$ cat src/rtl/layer_seq_pkg.sv
// Shared types for the layer sequencer: FSM state encoding and the error
// vector bit positions used by the top and by anything decoding err flags.
package layer_seq_pkg;

    typedef enum logic [1:0] {
        IDLE = 2'd0,
        RUN  = 2'd1,
        GAP  = 2'd2
    } state_e;

    localparam int ERR_TIMEOUT  = 0;
    localparam int ERR_SPURIOUS = 1;
    localparam int ERR_OVERRUN  = 2;
    localparam int ERR_W        = 3;

endpackage

$ cat src/rtl/seq_watchdog.sv
// Per-layer watchdog: clearable up-counter that flags expiry on the last
// cycle a running layer may still report done. TIMEOUT=0 removes it.
module seq_watchdog #(
    parameter int TIMEOUT = 1023
) (
    input  logic clk,
    input  logic rst_n,
    input  logic clr_i,
    input  logic en_i,
    output logic expire_o
);

    generate
        if (TIMEOUT > 0) begin : g_wd
            localparam int CW = $clog2(TIMEOUT + 1);
            // Count is 0 in the start-pulse cycle, so the last accepting
            // cycle holds TIMEOUT-1; expiry there makes the abort visible at
            // start + TIMEOUT once registered.
            localparam logic [CW-1:0] LAST = CW'(TIMEOUT - 1);

            logic [CW-1:0] cnt_q, cnt_d;

            always_comb begin
                cnt_d = cnt_q;
                if (clr_i) begin
                    cnt_d = '0;
                end else if (en_i && (cnt_q != LAST)) begin
                    cnt_d = cnt_q + CW'(1);
                end
            end

            always_ff @(posedge clk or negedge rst_n) begin
                if (!rst_n) begin
                    cnt_q <= '0;
                end else begin
                    cnt_q <= cnt_d;
                end
            end

            assign expire_o = en_i && (cnt_q == LAST);
        end else begin : g_off
            logic unused_wd;
            assign unused_wd = ^{clk, rst_n, clr_i, en_i};
            assign expire_o  = 1'b0;
        end
    endgenerate

endmodule

$ cat src/rtl/layer_seq_ctrl.sv
// Frame sequencer: launches N_LAYERS layers in order with a fixed hand-off
// gap, guards each layer with a watchdog and records protocol errors.
module layer_seq_ctrl
    import layer_seq_pkg::*;
#(
    parameter int N_LAYERS    = 4,
    parameter int HANDOFF_DLY = 2,
    parameter int TIMEOUT     = 1023,
    parameter int LW          = $clog2(N_LAYERS)
) (
    input  logic                clk,
    input  logic                rst_n,
    input  logic                frame_start_i,
    input  logic [N_LAYERS-1:0] layer_done_i,
    input  logic                clear_err_i,
    output logic [N_LAYERS-1:0] layer_start_o,
    output logic                busy_o,
    output logic [LW-1:0]       active_layer_o,
    output logic                frame_done_o,
    output logic                err_timeout_o,
    output logic                err_spurious_o,
    output logic                err_overrun_o
);

    localparam int GW = $clog2(HANDOFF_DLY + 1);
    localparam logic [LW-1:0] LAST_IDX = LW'(N_LAYERS - 1);

    state_e              state_q, state_d;
    logic [LW-1:0]       idx_q, idx_d;
    logic [LW-1:0]       act_q, act_d;
    logic [GW-1:0]       gap_q, gap_d;
    logic [N_LAYERS-1:0] start_q, start_d;
    logic [N_LAYERS-1:0] idx_oh;
    logic                busy_q, busy_d;
    logic                fdone_q, fdone_d;
    logic [ERR_W-1:0]    err_q, err_d, err_new;
    logic                launch;
    logic                done_hit;
    logic                wd_expire;

    assign idx_oh   = N_LAYERS'(1) << idx_q;
    assign done_hit = |(layer_done_i & idx_oh);

    seq_watchdog #(
        .TIMEOUT(TIMEOUT)
    ) u_wd (
        .clk     (clk),
        .rst_n   (rst_n),
        .clr_i   (launch),
        .en_i    (state_q == RUN),
        .expire_o(wd_expire)
    );

    always_comb begin
        state_d = state_q;
        idx_d   = idx_q;
        gap_d   = gap_q;
        start_d = '0;
        fdone_d = 1'b0;
        launch  = 1'b0;
        err_new = '0;

        case (state_q)
            IDLE: begin
                err_new[ERR_SPURIOUS] = |layer_done_i;
                if (frame_start_i) begin
                    state_d    = RUN;
                    idx_d      = '0;
                    launch     = 1'b1;
                    start_d[0] = 1'b1;
                end
            end
            RUN: begin
                err_new[ERR_SPURIOUS] = |(layer_done_i & ~idx_oh);
                // A done in the expiry cycle still counts: check done first.
                if (done_hit) begin
                    if (idx_q == LAST_IDX) begin
                        state_d = IDLE;
                        fdone_d = 1'b1;
                    end else begin
                        idx_d = idx_q + LW'(1);
                        if (HANDOFF_DLY == 1) begin
                            launch  = 1'b1;
                            start_d = idx_oh << 1;
                        end else begin
                            state_d = GAP;
                            gap_d   = GW'(HANDOFF_DLY - 1);
                        end
                    end
                end else if (wd_expire) begin
                    state_d              = IDLE;
                    err_new[ERR_TIMEOUT] = 1'b1;
                end
            end
            GAP: begin
                err_new[ERR_SPURIOUS] = |layer_done_i;
                if (gap_q == GW'(1)) begin
                    state_d = RUN;
                    launch  = 1'b1;
                    start_d = idx_oh;
                end else begin
                    gap_d = gap_q - GW'(1);
                end
            end
            default: state_d = IDLE;
        endcase

        err_new[ERR_OVERRUN] = frame_start_i && (state_q != IDLE);
    end

    assign busy_d = (state_d != IDLE);
    assign act_d  = busy_d ? idx_d : '0;
    // New errors override a coincident clear.
    assign err_d  = (err_q & ~{ERR_W{clear_err_i}}) | err_new;

    always_ff @(posedge clk or negedge rst_n) begin
        if (!rst_n) begin
            state_q <= IDLE;
            idx_q   <= '0;
            gap_q   <= '0;
            start_q <= '0;
            fdone_q <= 1'b0;
            busy_q  <= 1'b0;
            act_q   <= '0;
            err_q   <= '0;
        end else begin
            state_q <= state_d;
            idx_q   <= idx_d;
            gap_q   <= gap_d;
            start_q <= start_d;
            fdone_q <= fdone_d;
            busy_q  <= busy_d;
            act_q   <= act_d;
            err_q   <= err_d;
        end
    end

    assign layer_start_o  = start_q;
    assign busy_o         = busy_q;
    assign active_layer_o = act_q;
    assign frame_done_o   = fdone_q;
    assign err_timeout_o  = err_q[ERR_TIMEOUT];
    assign err_spurious_o = err_q[ERR_SPURIOUS];
    assign err_overrun_o  = err_q[ERR_OVERRUN];

endmodule

$ cat config.mk
export PLATFORM = sky130hd
export DESIGN_NAME = layer_seq_ctrl
export DESIGN_NICKNAME = d
export VERILOG_FILES = /design/src/rtl/layer_seq_pkg.sv /design/src/rtl/seq_watchdog.sv /design/src/rtl/layer_seq_ctrl.sv
export SDC_FILE = /design/constraint.sdc
export NUM_CORES = 1
export LEC_CHECK = 0
export CAP_MARGIN = 20
export CORE_ASPECT_RATIO = 0.5
export CORE_MARGIN = 2
export CORE_UTILIZATION = 51
export CTS_BUF_LIST = sky130_fd_sc_hd__clkbuf_8
export CTS_CLUSTER_DIAMETER = 100
export CTS_CLUSTER_SIZE = 14
export DETAILED_ROUTE_END_ITERATION = 6
export PLACE_DENSITY = 0.76
export SLEW_MARGIN = 15
export SYNTH_ARGS = -nofsm -noshare
export SYNTH_HDL_FRONTEND = slang
export SYNTH_SLANG_ARGS = --single-unit
$ cat constraint.sdc
create_clock -name clk -period 4.1 [get_ports clk]
set_input_delay 0.41 -clock clk [delete_from_list [all_inputs] [get_ports clk]]
set_output_delay 0.41 -clock clk [all_outputs]
set_load 0.01 [all_outputs]
==> results.py, run 1 <==
metrics = {
    "status": {
        "status": "complete, no violations",
    },
    "synth": {
        "ys_top_cells_by_area": "dfrtp_1, o21ai_0, ha_1, nor2_1, nand3_1",
        "yosys_warnings": 0,
        "postSynthAreaPerCell_um2": 10.06,
        "synth_edf_count": 0,
        "syn_inst": 137,
        "async_reset_ff_frac": 1.000,
        "syn_nets": 148,
        "syn_area_mm2": 0.001379,
        "ys.flop_type": "dfrtp_1",
        "synth-seq-cells": 27,
        "synth_area_leader_cell": "dfrtp_1",
        "synth_cell_type_count": 46,
        "ys_seq_area_frac": 0.4900,
        "synth_top_cell_area_share": 0.4900,
    },
    "timing": {
        "grt_setup_unrepaired": "false",
        "hold_violations": 0,
        "setup_tns_ns": 0,
        "fmax_mhz": 558.4,
        "setup_violations": 0,
        "tightest_slew_ns": 0.6163,
        "fin_crit_sh": 0.4367,
        "hold_ws_ns": 0.4935,
        "skew_ns": 0.004476,
        "maxSlewHeadroom": 0.5892,
        "min_period_ns": 1.791,
        "drv_slew": 0,
    },
    "cts": {
        "postCtsHoldBufs": 0,
        "h-tree-depth": 1,
        "post_cts_resized": 0,
        "worst_skew_pair.late_latency_ns": 0.28,
        "clockBufferDepth": 2,
        "cts_buffers": 3,
        "clk_pin_slew_ns": 0.09,
        "tritoncts": "built",
        "clkSinkCount": 27,
        "cts-root-buf": "clkbuf_8",
        "cts_setup_buffers": 0,
    },
    "floorplanning": {
        "pin_count": 19,
        "fp.dieH_um": 40.77,
        "start_util": 0.5331,
        "die_x_um": 77.54,
        "die_area_mm2": 0.003161,
        "coreArea_mm2": 0.002586,
        "num_rows": 13,
    },
    "setup_path": {
        "endpoint_kind": "flop",
        "cp_max_fo": 20,
        "path_cells": "and4b_1 > nand2_1 > o311ai_1 > o41ai_1",
        "slowest_delay_ns": 0.75,
        "reg2regPathDepth": 4,
        "crit_arrival_ns": 1.94,
        "critical_path_class": "flop to flop",
        "start_kind": "flop",
        "crit_slowest_cell": "dfrtp_1",
        "required_ns": 4.25,
    },
    "grt": {
        "antenna_found_initial": 0,
        "overflow": 0,
        "grt_start_max_net_pins": 28,
        "grt_pass1_vias": 922,
        "grt_first_pass_wirelength_mm": 4.312,
        "grt.total_usage": 0.1841,
    },
    "route": {
        "wl_mm": 2.647,
        "vias_per_cell": 5.754,
        "drc": 0,
        "ant_nets": 0,
        "drt-initial-drc-count": 42,
        "vias": 1099,
        "drtPass1Iterations": 4,
        "wire_per_inst_um": 13.86,
    },
    "layout": {
        "antennaDiodeCount": 0,
        "syn_to_final_growth_pct": 17.88,
        "final_net_count": 166,
        "drive_above_1_share": 0.08442,
        "multi_input_area_um2": 635.6,
        "regArea_um2": 675.6,
        "layout.cells.non_filler": 191,
        "nFillCells": 208,
    },
    "place": {
        "dp_cells": 187,
        "numPortBuffers": 18,
        "hpwl_mm": 1.884,
        "place.gp.congestion": 0.8192,
    },
    "hold_path": {
        "hold_path_class": "input pin to asynchronous set/reset pin",
    },
    "power_and_ir_drop": {
        "power_leakage_nw": 0.6736,
        "vdd_drop_max_v": 0.0002296,
        "power_density_mw_per_mm2": 574.4,
    },
    "run": {
        "maxCapViolCount": 0,
    },
}
==> synthesized netlist by cell type, types with 2 or more instances <==
master,instances
o21ai_0,9
ha_1,3
nand2_1,9
nand4_1,2
buf_4,2
nor4_1,2
nor3_1,5
mux2i_1,3
a21oi_1,6
dfrtp_1,27
nand3_1,7
a31oi_1,2
nor2_1,10
xor2_1,3
buf_2,3
nand2b_1,2
o211ai_1,2
inv_1,9
nor4b_1,2
a31o_2,2
o221ai_1,2
==> final cells by class <==
type                    count  share of cell area
clock buffers               3             0.02540
clock inverters             1            0.003079
inverters                   9             0.02079
multi-input cells          95              0.3911
flip-flops and latches     27              0.4157
well taps                  37             0.02848
repair buffers             19              0.1155
==> where the power goes <==
group	total [mW]	internal (mW)	switching, mW
combinational	0.357	0.169	0.188
clock	0.152	0.0682	0.0836
sequential	0.425	0.329	0.0961
==> flip-flops by register name, summed over array words and instances (netlist names) <==
register and flops:
idx_q 2, u_wd.g_wd.cnt_q 10, gap_q 2, layer_start_o 4, state_q 2, err_q 3
busy_o 1, frame_done_o 1, active_layer_o 2
==> worst max-delay path: cells and delay by family, from the launching register on <==
kind | cells | cell delay, ns
compound gates | 2 | 0.39
flops | 1 | 0.75
simple gates | 2 | 0.53
==> kinds of logic after synthesis <==
family / Yosys count / synth area share
buffers and inverters: 15 / 0.04899
DFF: 27 / 0.4900
muxes: 4 / 0.03811
adders and majority gates: 3 / 0.02723
xor gates and xnor gates: 3 / 0.01906
AOI/OAI and AO/OA: 36 / 0.1842
and+or+nand+nor: 49 / 0.1924
==> metrics by stage <==
stage	total power [mW]	setup WS [ns]	util	cell area (um^2)
finish	0.9336	2.309	0.6284	1625
global route	1.008	2.144	0.6284	1625
CTS	0.9403	2.335	0.6284	1625
detailed placement	0.7870	2.130	0.6105	1579
global placement	0.7778	2.175	0.6105	1579
floorplan	0.6609	2.676	-	1379
==> placed cells by master, fill, tap and decap left out, drive strengths merged, types with 3 or more instances in the layout <==
cell / netlist / final
dfrtp: 27 / 27
clkdlybuf4s50: 0 / 18
nor2: 10 / 10
o21ai: 10 / 10
inv: 9 / 9
nand2: 9 / 9
nand3: 7 / 7
a21oi: 6 / 6
nor3: 6 / 6
mux2i: 3 / 3
xor2: 3 / 3
ha: 3 / 3
clkbuf: 1 / 3
a31oi: 3 / 3
==> path summary, 6_finish.rpt <==
path	startpoint	endpoint	slack [ns]
hold reg to reg	u_wd.g_wd.cnt_q[7]	u_wd.g_wd.cnt_q[7]	0.52
setup / recovery	state_q[0]	u_wd.g_wd.cnt_q[7]	2.31
hold / removal	rst_n	u_wd.g_wd.cnt_q[1]	0.49
setup reg to reg	state_q[0]	u_wd.g_wd.cnt_q[7]	2.31
max in group asynchronous	rst_n	err_q[0]	3.35
min in group clk	u_wd.g_wd.cnt_q[7]	u_wd.g_wd.cnt_q[7]	0.52
==> routing by layer <==
layer  vias to the layer above  wire length (um)  global-route usage
met5                         -                 0                   0
met4                         0                13             0.03125
met3                         2               132             0.04846
met2                        33              1179              0.3217
met1                       516              1322              0.2438
li1                        548                 -                   -
No activity file was read; power rests on OpenSTA's default activity.
==> run 2, diff against run 1 <==
==> constraint.sdc (replaced) <==
create_clock -name clk -period 1.85 [get_ports clk]
set_input_delay 0.185 -clock clk [delete_from_list [all_inputs] [get_ports clk]]
set_output_delay 0.185 -clock clk [all_outputs]
set_load 0.01 [all_outputs]
==> run 2 against run 1 <==
Compared with the run above: clock power grew 120%; register-to-register slack lost 2.0 ns; combinational power grew to 2.7 times the previous value; wire length grew 4.3%; utilization grew 1.7 points; total power grew 130%; clock-buffer cell count is the same; critical endpoint is now err_q[0].
==> results.py, run 2 (synthesis gave the netlist of run 1 again) <==
metrics = {
    "grt": {
        "grt.total_usage": 0.1912,
        "grt_pass1_vias": 1000,
        "grt_first_pass_wirelength_mm": 4.450,
        "grt_start_max_net_pins": 28,
        "antenna_found_initial": 0,
        "overflow": 0,
    },
    "setup_path": {
        "crit_slowest_cell": "dfrtp_1",
        "cpLargestDelayFamily": "simple AND/OR/NAND/NOR gates",
        "reg2regPathDepth": 6,
        "cp_max_fo": 5,
        "worst-path-buf-inv": 1,
        "r2r-end": "err_q[0]",
        "endpoint_kind": "flop",
        "slowest_delay_ns": 0.43,
        "crit_arrival_ns": 1.74,
        "rr_startpoint": "u_wd.g_wd.cnt_q[0]",
        "rrSetupSlack_ns": 0.28,
        "required_ns": 2.02,
        "start_kind": "flop",
        "path_cells": "inv_1 > ha_1 > nand3_1 > nor2_1 > nand2_1 > o32ai_1",
        "critical_path_class": "flop to flop",
    },
    "floorplanning": {
        "pin_count": 19,
        "coreArea_mm2": 0.002586,
        "start_util": 0.5331,
        "fp.dieH_um": 40.77,
        "num_rows": 13,
        "die_area_mm2": 0.003161,
        "die_x_um": 77.54,
    },
    "place": {
        "numPortBuffers": 18,
        "hpwl_mm": 1.977,
        "dp_cells": 193,
        "dp_slack_ns": 0.1598,
        "place.gp.congestion": 0.8282,
    },
    "cts": {
        "clockBufferDepth": 2,
        "post_cts_resized": 0,
        "postCtsHoldBufs": 0,
        "clkSinkCount": 27,
        "cts_buffers": 3,
        "clk_pin_slew_ns": 0.09,
        "cts-root-buf": "clkbuf_8",
        "worst_skew_pair.late_latency_ns": 0.28,
        "cts_setup_buffers": 0,
        "tritoncts": "built",
        "h-tree-depth": 1,
    },
    "route": {
        "drt-initial-drc-count": 86,
        "vias_per_cell": 5.660,
        "drc": 0,
        "drtPass1Iterations": 4,
        "wire_per_inst_um": 14.02,
        "vias": 1115,
        "wl_mm": 2.761,
        "ant_nets": 0,
    },
    "timing": {
        "drv_slew": 0,
        "setup_violations": 0,
        "fmax_mhz": 637.5,
        "maxSlewHeadroom": 0.7645,
        "hold_violations": 0,
        "grt_setup_unrepaired": "false",
        "setup_tns_ns": 0,
        "skew_ns": 0.002362,
        "min_period_ns": 1.569,
        "worst_slack_ns": 0.2814,
        "fin_crit_sh": 0.8479,
        "tightest_slew_ns": 0.3517,
    },
    "layout": {
        "largest_register_ffs": 10,
        "final_common_cell": "dfrtp_1",
        "top_register": "u_wd.g_wd.cnt_q",
        "nFillCells": 191,
        "syn_to_final_growth_pct": 21.14,
        "fin_util": 0.6459,
        "drive_above_1_share": 0.1188,
        "antennaDiodeCount": 0,
        "final_cell_mix": "dfrtp_1, clkdlybuf4s50_1, nor2_1",
        "final_net_count": 172,
        "layout.cells.non_filler": 197,
    },
    "power_and_ir_drop": {
        "power_leakage_nw": 0.7033,
        "vdd_drop_max_v": 0.0004812,
        "power_density_mw_per_mm2": 1285,
    },
    "run": {
        "maxCapViolCount": 0,
    },
    "hold_path": {
        "hold_path_class": "input pin to asynchronous set/reset pin",
    },
    "status": {
        "status": "complete, no violations",
    },
}
==> run 2: cell count changes in the layout (fill, tap and decap cells not counted), sizes merged <==
cell,change
buf,+6
==> run 2: per-stage QoR <==
stage                     power, mW  hold WS [ns]  cell area [um^2]
after global routing          2.300        0.2796              1670
after global placement        1.792        0.4811              1624
after floorplan               1.465       -0.1106              1379
after detailed placement      1.808        0.4942              1624
after CTS                     2.151        0.2773              1670
final                         2.147        0.2673              1670
==> run 2: routing by layer <==
| layer | wire, um | track usage | up-vias |
|---|---|---|---|
| li1 | - | - | 550 |
| met1 | 1384 | 0.2435 | 535 |
| met4 | 37 | 0.06696 | 0 |
| met5 | 0 | 0 | - |
| met2 | 1225 | 0.3283 | 26 |
| met3 | 114 | 0.05507 | 4 |
==> run 2: worst max-delay path by stage <==
stage | from | to | slack [ns] | depth (start not counted)
global route | state_q[1] | u_wd.g_wd.cnt_q[7] | 0.14 | 4
floorplan | u_wd.g_wd.cnt_q[0] | u_wd.g_wd.cnt_q[2] | 0.43 | 5
CTS | u_wd.g_wd.cnt_q[0] | u_wd.g_wd.cnt_q[4] | 0.28 | 6
detailed placement | layer_done_i[2] | active_layer_o[1] | 0.16 | 5
finish | u_wd.g_wd.cnt_q[0] | err_q[0] | 0.28 | 6
global placement | layer_done_i[2] | active_layer_o[1] | 0.20 | 5
==> run 2: layout make-up <==
class | count | area (um^2) | share of cell area
Sequential cell | 27 | 675.6 | 0.4045
Multi-Input combinational cell | 95 | 635.6 | 0.3805
Timing Repair Buffer | 25 | 232.7 | 0.1393
Tap cell | 37 | 46.29 | 0.02772
Clock buffer | 3 | 41.29 | 0.02472
Inverter | 9 | 33.78 | 0.02022
Clock inverter | 1 | 5.005 | 0.002996
==> run 2: worst reg2reg max path: stages (launching register included) <==
cell     delay (ns)
dfrtp_1        0.43
inv_1          0.07
ha_1           0.20
nand3_1        0.15
nor2_1         0.23
nand2_1        0.09
o32ai_1        0.28
==> run 2: report_power, final <==
part	leakage, nW	internal (mW)	switching, mW
clock	0.0255	0.151	0.190
combinational	0.324	0.433	0.525
sequential	0.353	0.731	0.117
total	0.703	1.32	0.832
==> run 3, diff against run 2 <==
--- a/config.mk
+++ b/config.mk
@@ -8,12 +8,12 @@
 export CAP_MARGIN = 20
 export CORE_ASPECT_RATIO = 0.5
 export CORE_MARGIN = 2
-export CORE_UTILIZATION = 51
+export CORE_UTILIZATION = 50
 export CTS_BUF_LIST = sky130_fd_sc_hd__clkbuf_8
 export CTS_CLUSTER_DIAMETER = 100
 export CTS_CLUSTER_SIZE = 14
 export DETAILED_ROUTE_END_ITERATION = 6
-export PLACE_DENSITY = 0.76
+export PLACE_DENSITY = 0.78
 export SLEW_MARGIN = 15
 export SYNTH_ARGS = -nofsm -noshare
 export SYNTH_HDL_FRONTEND = slang
==> constraint.sdc (replaced) <==
create_clock -name clk -period 1.4 [get_ports clk]
set_input_delay 0.14 -clock clk [delete_from_list [all_inputs] [get_ports clk]]
set_output_delay 0.14 -clock clk [all_outputs]
set_load 0.01 [all_outputs]
==> run 3 against run 2 <==
Compared with the run above: first-iteration DRC count is 62% higher; register-to-register slack got worse by 0.35 ns; critical path depth is the same; clock power grew 29%; largest power group unchanged; fmax grew 6.7%; clock-buffer cell count is the same; the flow now finishes with violations (setup timing); cell count grew 14%; setup slack lost 0.35 ns; die area grew 1.8%.
==> results.py, run 3 (synthesis gave the netlist of run 1 again) <==
metrics = {
    "floorplanning": {
        "coreArea_mm2": 0.002603,
        "start_util": 0.5298,
        "pin_count": 19,
        "die_x_um": 78.27,
        "die_area_mm2": 0.003219,
        "fp.dieH_um": 41.13,
        "num_rows": 13,
    },
    "cts": {
        "cts-root-buf": "clkbuf_8",
        "clk_pin_slew_ns": 0.09,
        "tritoncts": "built",
        "clkSinkCount": 27,
        "worst_skew_pair.late_latency_ns": 0.27,
        "h-tree-depth": 1,
        "cts_buffers": 3,
        "clockBufferDepth": 2,
    },
    "status": {
        "status": "finished with violations",
        "violations": "setup timing",
    },
    "place": {
        "numPortBuffers": 18,
        "place.gp.congestion": 0.8028,
        "dp_cells": 213,
        "dp_slack_ns": -0.2071,
        "hpwl_mm": 2.474,
    },
    "route": {
        "drc": 0,
        "drt-initial-drc-count": 139,
        "ant_nets": 0,
        "wl_mm": 3.838,
        "wire_per_inst_um": 17.13,
        "vias_per_cell": 5.763,
        "vias": 1291,
        "drtPass1Iterations": 4,
    },
    "setup_path": {
        "cp_max_fo": 3,
        "required_ns": 1.56,
        "critical_path_class": "flop to flop",
        "endpoint_kind": "flop",
        "crit_arrival_ns": 1.63,
        "start_kind": "flop",
        "reg2regPathDepth": 6,
    },
    "layout": {
        "layout.cells.non_filler": 224,
        "syn_to_final_growth_pct": 45.28,
        "final_net_count": 199,
        "final_common_cell": "buf_4",
        "nFillCells": 171,
        "drive_above_1_share": 0.3529,
        "largest_register_ffs": 10,
        "top_register": "u_wd.g_wd.cnt_q",
        "antennaDiodeCount": 0,
        "final_cell_mix": "buf_4, dfrtp_1, clkdlybuf4s50_1",
    },
    "grt": {
        "gr-max-usage-layer": "met2",
        "antenna_found_initial": 0,
        "grt_pass1_vias": 1116,
        "grt_first_pass_wirelength_mm": 5.382,
        "use_met1": 0.2959,
        "overflow": 0,
        "use_met3": 0.05727,
        "grt_start_max_net_pins": 28,
        "use_met2": 0.4159,
        "grt.total_usage": 0.2335,
    },
    "timing": {
        "fmax_mhz": 680.1,
        "hold_violations": 0,
        "worst_slack_ns": -0.07027,
        "grt_setup_unrepaired": "true",
        "fin_crit_sh": 1.050,
        "min_period_ns": 1.470,
        "maxSlewHeadroom": 0.7796,
        "skew_ns": 0.006215,
        "setup_violations": 8,
        "tightest_slew_ns": 0.3214,
        "drv_slew": 0,
    },
    "power_and_ir_drop": {
        "vdd_drop_max_v": 0.001319,
        "seqPwrFrac": 0.329,
        "clkPwrFrac": 0.126,
        "power.switching_mw": 1.359,
        "swShare": 0.3902,
        "power_density_mw_per_mm2": 1739,
        "power_leakage_nw": 0.8410,
        "p_comb_frac": 0.545,
        "intPower_mw": 2.125,
    },
    "run": {
        "maxCapViolCount": 0,
    },
    "hold_path": {
        "hold_path_class": "input pin to asynchronous set/reset pin",
    },
}
## run 3: changes by cell type in the layout (fill, tap and decap cells not counted), sizes merged
cell / previous run / this run
buf: 7 / 34
## run 3: cell type report
class,instances,area [um^2],area share
multi-input combinational,95,750.7,0.3748
clock buffer,3,41.29,0.02061
clock inverter,1,5.005,0.002498
timing repair buffer,52,446.7,0.2230
sequential,27,679.4,0.3392
inverter,9,33.78,0.01686
tap,37,46.29,0.02311
## run 3: per-stage QoR
step	power [mW]	area, um^2	hold slack, ns	utilization	setup TNS (ns)
2_1_floorplan	1.936	1379	-0.1556	-	0
3_3_place_gp	2.602	1774	0.4884	0.6817	-1.185
3_5_place_dp	2.659	1774	0.5040	0.6817	-1.480
4_1_cts	3.237	1903	0.2484	0.7313	-0.2699
5_1_grt	3.660	2003	0.2667	0.7697	-1.049
6_report	3.484	2003	0.2366	0.7697	-0.3015
## run 3: path summary, 6_finish.rpt
check | from | to | slack [ns]
worst max-delay path | u_wd.g_wd.cnt_q[1] | u_wd.g_wd.cnt_q[6] | -0.07
worst min-delay path | rst_n | busy_o | 0.24
worst max register to register | u_wd.g_wd.cnt_q[1] | u_wd.g_wd.cnt_q[6] | -0.07
worst min register to register | gap_q[1] | gap_q[1] | 0.52
max in group asynchronous | rst_n | state_q[1] | 0.89
min in group clk | clear_err_i | err_q[0] | 0.47
## run 3: repair_timing
item	CTS	global route
setup buffers	2	5
resized for setup	15	14
setup endpoints to repair	12	17
hold buffers	0	0
pin swaps	6	4
## run 3: per-layer routing
metal | vias to the layer above | part of all wire
met2 | 51 | 0.48
met5 | - | 0
met4 | 0 | 0.017
met1 | 623 | 0.43
met3 | 10 | 0.064
li1 | 607 | -
## run 3: worst max-delay path: stages, from the launching register on
cell and delay [ns]:
dfrtp_1 0.40, buf_6 0.12, ha_4 0.12, and3b_2 0.21
o211ai_1 0.15, o211ai_1 0.26, o31ai_2 0.10
## run 3: power groups by stage
| stage | clock, mW | combinational (mW) | sequential (mW) |
|---|---|---|---|
| 3_5_place_dp | 0 | 1.52 | 1.14 |
| 5_1_grt | 0.481 | 2.02 | 1.16 |
| 4_1_cts | 0.447 | 1.65 | 1.14 |
| 3_3_place_gp | 0 | 1.47 | 1.14 |
| 6_report | 0.440 | 1.90 | 1.15 |
| 2_1_floorplan | 0 | 0.816 | 1.12 |
